<file path="config.mk">
export PLATFORM = sky130hd
export DESIGN_NAME = fetch_queue
export DESIGN_NICKNAME = d
export VERILOG_FILES = /design/src/rtl/fetch_queue.sv
export SDC_FILE = /design/constraint.sdc
export NUM_CORES = 1
export LEC_CHECK = 0
export BUFFER_PORTS_ARGS = -buffer_cell sky130_fd_sc_hd__buf_2
export CAP_MARGIN = 20
export CORE_MARGIN = 2
export CORE_UTILIZATION = 50
export CTS_CLUSTER_DIAMETER = 50
export DETAILED_ROUTE_END_ITERATION = 10
export PLACE_DENSITY = 0.71
export SYNTH_ARGS = -nofsm -noshare
export SYNTH_HDL_FRONTEND = slang
export SYNTH_SLANG_ARGS = --single-unit
export TNS_END_PERCENT = 100
</file>
<file path="constraint.sdc">
create_clock -name clk -period 4.5 [get_ports clk]
set_input_delay 0.225 -clock clk [delete_from_list [all_inputs] [get_ports clk]]
set_output_delay 0.225 -clock clk [all_outputs]
set_load 0.02 [all_outputs]
</file>
<file path="src/rtl/fetch_queue.sv">
`default_nettype none
// ============================================================================
//  Module      : fetch_queue
//  Description : Instruction buffer between fetch and decode. Holds up to
//                DEPTH {instr, pc, fault} entries in program order and
//                presents the oldest one to decode (first-word fall-through).
//                A redirect discards every buffered entry.
//  Revision    : 1.0 - initial release
// ============================================================================
module fetch_queue #(
    parameter int DEPTH = 4,
    parameter int XLEN  = 32
) (
    input  logic                   clk,
    input  logic                   rst,
    input  logic                   redir_i,
    input  logic                   fq_in_valid,
    output logic                   fq_in_ready,
    input  logic [XLEN-1:0]        fq_in_instr,
    input  logic [XLEN-1:0]        fq_in_pc,
    input  logic                   fq_in_fault,
    output logic                   instr_valid,
    input  logic                   dec_ready,
    output logic [XLEN-1:0]        instr_i,
    output logic [XLEN-1:0]        pc_o,
    output logic                   fault_o,
    output logic [$clog2(DEPTH):0] count_o
);

    localparam int               C_AW       = $clog2(DEPTH);
    localparam int               C_PW       = C_AW + 1;
    localparam logic [C_PW-1:0]  C_PTR_ZERO = '0;
    localparam logic [C_PW-1:0]  C_PTR_ONE  = C_PW'(1);
    localparam logic [XLEN-1:0]  C_NOP      = XLEN'(32'h0000_0013);

    // Pointers carry one extra wrap bit so full and empty are distinguishable.
    logic [C_PW-1:0] r_wr_ptr;
    logic [C_PW-1:0] r_rd_ptr;

    // Payload storage; deliberately not reset, only the pointers are.
    logic [XLEN-1:0] r_instr_mem [DEPTH];
    logic [XLEN-1:0] r_pc_mem    [DEPTH];
    logic            r_fault_mem [DEPTH];

    logic            w_full;
    logic            w_empty;
    logic            w_enq;
    logic            w_deq;
    logic [C_AW-1:0] w_wr_idx;
    logic [C_AW-1:0] w_rd_idx;

    assign w_wr_idx = r_wr_ptr[C_AW-1:0];
    assign w_rd_idx = r_rd_ptr[C_AW-1:0];
    assign w_empty  = (r_wr_ptr == r_rd_ptr);
    assign w_full   = (r_wr_ptr[C_AW] != r_rd_ptr[C_AW]) && (w_wr_idx == w_rd_idx);

    // Both handshakes are gated by reset and redirect; ready ignores dec_ready.
    assign fq_in_ready = rst && !redir_i && !w_full;
    assign instr_valid = rst && !redir_i && !w_empty;
    assign w_enq       = fq_in_valid && fq_in_ready;
    assign w_deq       = instr_valid && dec_ready;

    // Occupancy follows directly from the pointer distance.
    assign count_o = r_wr_ptr - r_rd_ptr;

    // Pointer update: reset has priority over redirect, redirect over traffic.
    always_ff @(posedge clk) begin
        if (!rst) begin
            r_wr_ptr <= C_PTR_ZERO;
            r_rd_ptr <= C_PTR_ZERO;
        end else if (redir_i) begin
            r_wr_ptr <= C_PTR_ZERO;
            r_rd_ptr <= C_PTR_ZERO;
        end else begin
            if (w_enq) begin
                r_wr_ptr <= r_wr_ptr + C_PTR_ONE;
            end
            if (w_deq) begin
                r_rd_ptr <= r_rd_ptr + C_PTR_ONE;
            end
        end
    end

    // Payload write at the write pointer on every accepted entry.
    always_ff @(posedge clk) begin
        if (w_enq) begin
            r_instr_mem[w_wr_idx] <= fq_in_instr;
            r_pc_mem[w_wr_idx]    <= fq_in_pc;
            r_fault_mem[w_wr_idx] <= fq_in_fault;
        end
    end

    // Head presentation; a NOP with zero PC/fault is shown whenever invalid.
    always_comb begin
        instr_i = C_NOP;
        pc_o    = '0;
        fault_o = 1'b0;
        if (instr_valid) begin
            instr_i = r_instr_mem[w_rd_idx];
            pc_o    = r_pc_mem[w_rd_idx];
            fault_o = r_fault_mem[w_rd_idx];
        end
    end

endmodule
`default_nettype wire

</file>
* After elaboration in Yosys (flattened, before gate mapping)
Memories as Yosys holds them, arrays and structs flattened. A register that Yosys moved wholly into a read port is not among the register bits.
Index checks and enable logic that the tools add are counted.
** Operators by class
- Div/mod/pow operators :: 0
- Shift operators :: 0
- Add/subtract/negate cells :: 3
- $lt $le $gt $ge :: 0
- Reductions and logical operators :: 10
- Mux-type cells :: 11
- Multipliers :: 0
- Bitwise gates (word level) :: 1
- Equality and inequality tests :: 3
** Operators with widths (count)
- $mux W32 :: 2
- $mux W2 :: 6
- $add A3 B1 Y3 const B :: 2
- $logic_and A1 B1 Y1 :: 6
- $eq A3 B3 Y1 :: 1
- $logic_not A1 Y1 :: 3
- $mux W1 :: 3
- $sub A3 B3 Y3 :: 1
- $eq A2 B2 Y1 :: 1
- $reduce_or A2 Y1 :: 1
- $ne A1 B1 Y1 :: 1
- $not A1 Y1 :: 1
** Word-level totals
- Bits in latches :: 0
- Register bits after elaboration :: 6
- Memories kept :: 3
- Bits in read-only memories :: 0
- Bits of input ports :: 70
- Logic and storage cells :: 33
- Output and inout port bits :: 70
- Bits in writable memories :: 260
** Memories
- r_instr_mem :: words 4, bits a word 32, read ports 1, clocked after memory_dff 1, write ports 1, RTL line 41 : logic [XLEN-1:0] r_instr_mem [DEPTH];
- r_pc_mem :: words 4, bits a word 32, read ports 1, clocked after memory_dff 1, write ports 1, RTL line 42 : logic [XLEN-1:0] r_pc_mem [DEPTH];
- r_fault_mem :: words 4, bits a word 1, read ports 1, clocked after memory_dff 1, write ports 1, RTL line 43 : logic r_fault_mem [DEPTH];

* Depth between registers and ports, before layout
- Depth after elaboration :: 7
- Depth in mapped cells :: 7
- Depth with buffers taken out :: 5

* Worst setup path before layout
No wires, ideal clock.
- Kind :: reg2reg
- From :: reg r_wr_ptr[0]
- To :: mem r_fault_mem[0] (enable)
- Arrival :: 2.780 ns
- Clock period less this slack :: 3.211 ns
- Setup slack :: 1.289 ns
- Stages on the path, launching flop included :: 5
- Path through :: dfxtp_1 -> inv_1 -> ha_1 -> a31oi_1 -> and3_1
** On the way
- Word-level cells in the longest chain between the ends :: 7
** RTL lines
- from (decl) :: RTL line 37 : logic [C_PW-1:0] r_wr_ptr;
- from (signal assigned) :: RTL line 76 : r_wr_ptr <= r_wr_ptr + C_PTR_ONE;
- $eq A2 B2 Y1 :: RTL line 55 : assign w_full = (r_wr_ptr[C_AW] != r_rd_ptr[C_AW]) && (w_wr_idx == w_rd_idx);
- $logic_and A1 B1 Y1 :: RTL line 55
- $logic_not A1 Y1 :: RTL line 58 : assign fq_in_ready = rst && !redir_i && !w_full;
- $logic_and A1 B1 Y1 :: RTL line 58
- $logic_and A1 B1 Y1 :: RTL line 60 : assign w_enq = fq_in_valid && fq_in_ready;
- $mux W1 :: RTL line 86 : if (w_enq) begin
- $mux W1 (not written as such) :: RTL line 89 : r_fault_mem[w_wr_idx] <= fq_in_fault;
- to (decl) :: RTL line 43
Parallel ways exist; a longest one is shown, timed or not.

* Final worst setup path
- From :: reg r_wr_ptr[0]
- To :: out pc_o[30]
** On the way
- Word-level cells in the longest chain between the ends :: 4
** RTL lines
- $eq A3 B3 Y1 :: RTL line 54 : assign w_empty = (r_wr_ptr == r_rd_ptr);
- $logic_not A1 Y1 :: RTL line 59 : assign instr_valid = rst && !redir_i && !w_empty;
- $logic_and A1 B1 Y1 :: RTL line 59
- $mux W32 :: RTL line 98 : if (instr_valid) begin
- to (decl) :: RTL line 25 : output logic [XLEN-1:0] pc_o,
No other way between the ends.

==> impl_metrics.py <==
metrics = {
    "clock_tree": {
        "cts_resized": 0,
        "cts_buffers": 27,
        "clock-sinks": 268,
        "insertion_delay_ps": 520,
        "cts.clk_slew.worst_paths_ps": 50,
        "root_buffer": "clkbuf_16",
        "clockBufferDepth": 3,
        "post_cts_buffers": 0,
        "cts_tree": "yes",
        "htreeDepth": 1,
        "cts_hold_buffers": 65,
    },
    "floorplan": {
        "io_pins": 140,
        "coreArea_um2": 20360,
        "die_x_um": 148.3,
        "rows": 52,
        "fp.dieH_um": 148.3,
        "initial_core_util_pct": 51.12,
        "dieArea_um2": 21990,
    },
    "detailed_routing": {
        "via_count": 5094,
        "viasPerCell": 5.235,
        "wirelength_mm": 18.34,
        "ant_nets": 0,
        "first_pass_iters": 4,
        "wl_met1_mm": 7.804,
        "routed.top_layer": "met4",
        "wire_per_inst_um": 18.85,
        "wl_met2_mm": 9.053,
        "drc": 0,
        "wl_met3_mm": 1.091,
        "drt_iter0_markers": 296,
    },
    "setup_path": {
        "cp.arrival_ps": 3010,
        "critPathMaxFanout": 27,
        "endpoint_kind": "primary output",
        "required_ps": 4280,
        "critical_path_class": "reg2out",
        "worstSetupStartpointType": "flip-flop",
    },
    "cells_and_area": {
        "n_fill_cell": 1422,
        "final_common_cell": "edfxtp_1",
        "finalNetCount": 762,
        "most-common-layout-cells": "edfxtp_1, buf_2, mux4_2, dlygate4sd3_1, nor2b_1",
        "area_growth_pct": 22.76,
        "antenna_cells": 0,
        "drive_above_1_share_pct": 35.99,
    },
    "power_and_ir_drop": {
        "p_leak_nw": 4.413,
        "powerDensity_nw_per_um2": 391.2,
        "peakVddDrop_mv": 0.2977,
    },
    "synthesis": {
        "avgSynthCellArea_um2": 22.20,
        "netlist_area_um2": 10410,
        "synth_edf_count": 260,
        "synth_nets": 547,
        "synthCells": 469,
        "synth_ff_type": "edfxtp_1",
        "ys_seq_area_share_pct": 76.53,
        "synth_warnings": 0,
        "synth-seq-cells": 268,
        "synth_cell_types": 29,
        "synthArstFlopShare_pct": 0,
    },
    "sta": {
        "period_minus_slack_ps": 3234,
        "fin_setup_tns_ps": 0,
        "finClkSkew_ps": 9.292,
        "timing.hold.ws_ps": 72.53,
        "hold_violations": 0,
        "maxClockFrequency_ghz": 0.3092,
        "rsz0062_at_grt": "false",
        "tightest_slew_ps": 1048,
        "max_slew_margin_pct": 30.11,
        "period_share_pct": 71.88,
        "setup_viol": 0,
        "finalMaxSlewViolations": 0,
    },
    "placement": {
        "gp_congestion": 0.7643,
        "numPortBuffers": 139,
        "dp_hpwl_mm": 10.34,
    },
    "outcome": {
        "status": "finished, final reports clean",
    },
    "min_path": {
        "hold_class": "in2reg",
    },
    "grt": {
        "grt_pass1_wl_mm": 28.98,
        "grt_pass1_vias": 5532,
        "overflow": 0,
        "grt_max_degree": 66,
        "antenna_found_initial": 0,
        "track_usage_pct": 17.03,
    },
    "run": {
        "maxCapViolCount": 0,
    },
}
[sequential cells by signal, summed over array words and instances (netlist names), named ones only]
name,flops
r_rd_ptr,3
r_pc_mem,128
r_instr_mem,128
r_fault_mem,4
r_wr_ptr,3
[power by group]
group / leakage, nW / internal (mW) / switching [mW]
clock network: 0.389 / 1.15 / 0.864
logic: 1.61 / 0.111 / 0.100
registers: 2.42 / 2.76 / 0.0120
[worst max-delay path, cell delays in order, from the launching register on]
cell,delay [ps]
dfxtp_1,380
inv_1,120
ha_1,380
nand2_1,170
o21ai_4,750
buf_4,410
nor2b_1,90
buf_2,170
[synthesized netlist by cell type (4+ instances only)]
cell / count / area [um^2]
nor2b_4: 4 / 55.05
and3_1: 4 / 25.02
nand2_1: 8 / 30.03
nor2b_1: 58 / 362.9
mux2i_1: 5 / 50.05
buf_6: 11 / 123.9
edfxtp_1: 260 / 7807
ha_1: 7 / 87.58
inv_1: 9 / 33.78
mux4_2: 65 / 1464
dfxtp_1: 8 / 160.2
buf_2: 7 / 35.03
[stage by stage]
stage	setup WS (ps)	total power [mW]	area [um^2]	util, %	std cells
2_1_floorplan	1289	2.918	10410	-	469
3_3_place_gp	1837	2.988	11330	55.65	860
3_5_place_dp	1704	2.997	11330	55.65	860
4_1_cts	1154	5.044	12780	62.76	973
5_1_grt	994.7	5.163	12780	62.76	973
6_report	1266	5.000	12780	62.76	973
[cell type report]
cell class / count / area [um^2] / share of cell area, %
Timing Repair Buffer: 208 / 1376 / 10.77
Clock inverter: 17 / 107.6 / 0.8419
Inverter: 9 / 33.78 / 0.2643
Sequential cell: 268 / 7975 / 62.40
Tap cell: 270 / 337.8 / 2.643
Multi-Input combinational cell: 170 / 2260 / 17.68
Clock buffer: 31 / 690.7 / 5.404
[worst paths after layout]
check	start	end	slack, ps	depth (start not counted)
worst max-delay path	r_wr_ptr[0]$_SDFFE_PP0P_	pc_o[30]	1270	7
worst min-delay path	fq_in_valid	r_wr_ptr[2]$_SDFFE_PP0P_	70	3
worst max register to register	r_wr_ptr[0]$_SDFFE_PP0P_	r_instr_mem[3][12]$_DFFE_PP_	1710	4
worst min register to register	r_wr_ptr[0]$_SDFFE_PP0P_	r_wr_ptr[0]$_SDFFE_PP0P_	510	2
[per-layer routing]
metal / up-vias / track usage, %
met5: - / 0
met4: 0 / 4.286
met3: 34 / 3.497
met2: 155 / 29.28
met1: 2585 / 22.57
li1: 2320 / -
[cells by family after synthesis]
family	count (synthesis)	synth area share, %
multiplexers	70	14.54
AO/OA/AOI/OAI	8	0.5890
adder cells (fa/ha/maj)	8	1.033
buffers and inverters	31	2.031
AND/OR/NAND/NOR	82	5.035
flip-flops	268	76.53
XOR/XNOR	2	0.2404
Note: power is estimated with default switching activity, not from simulation.
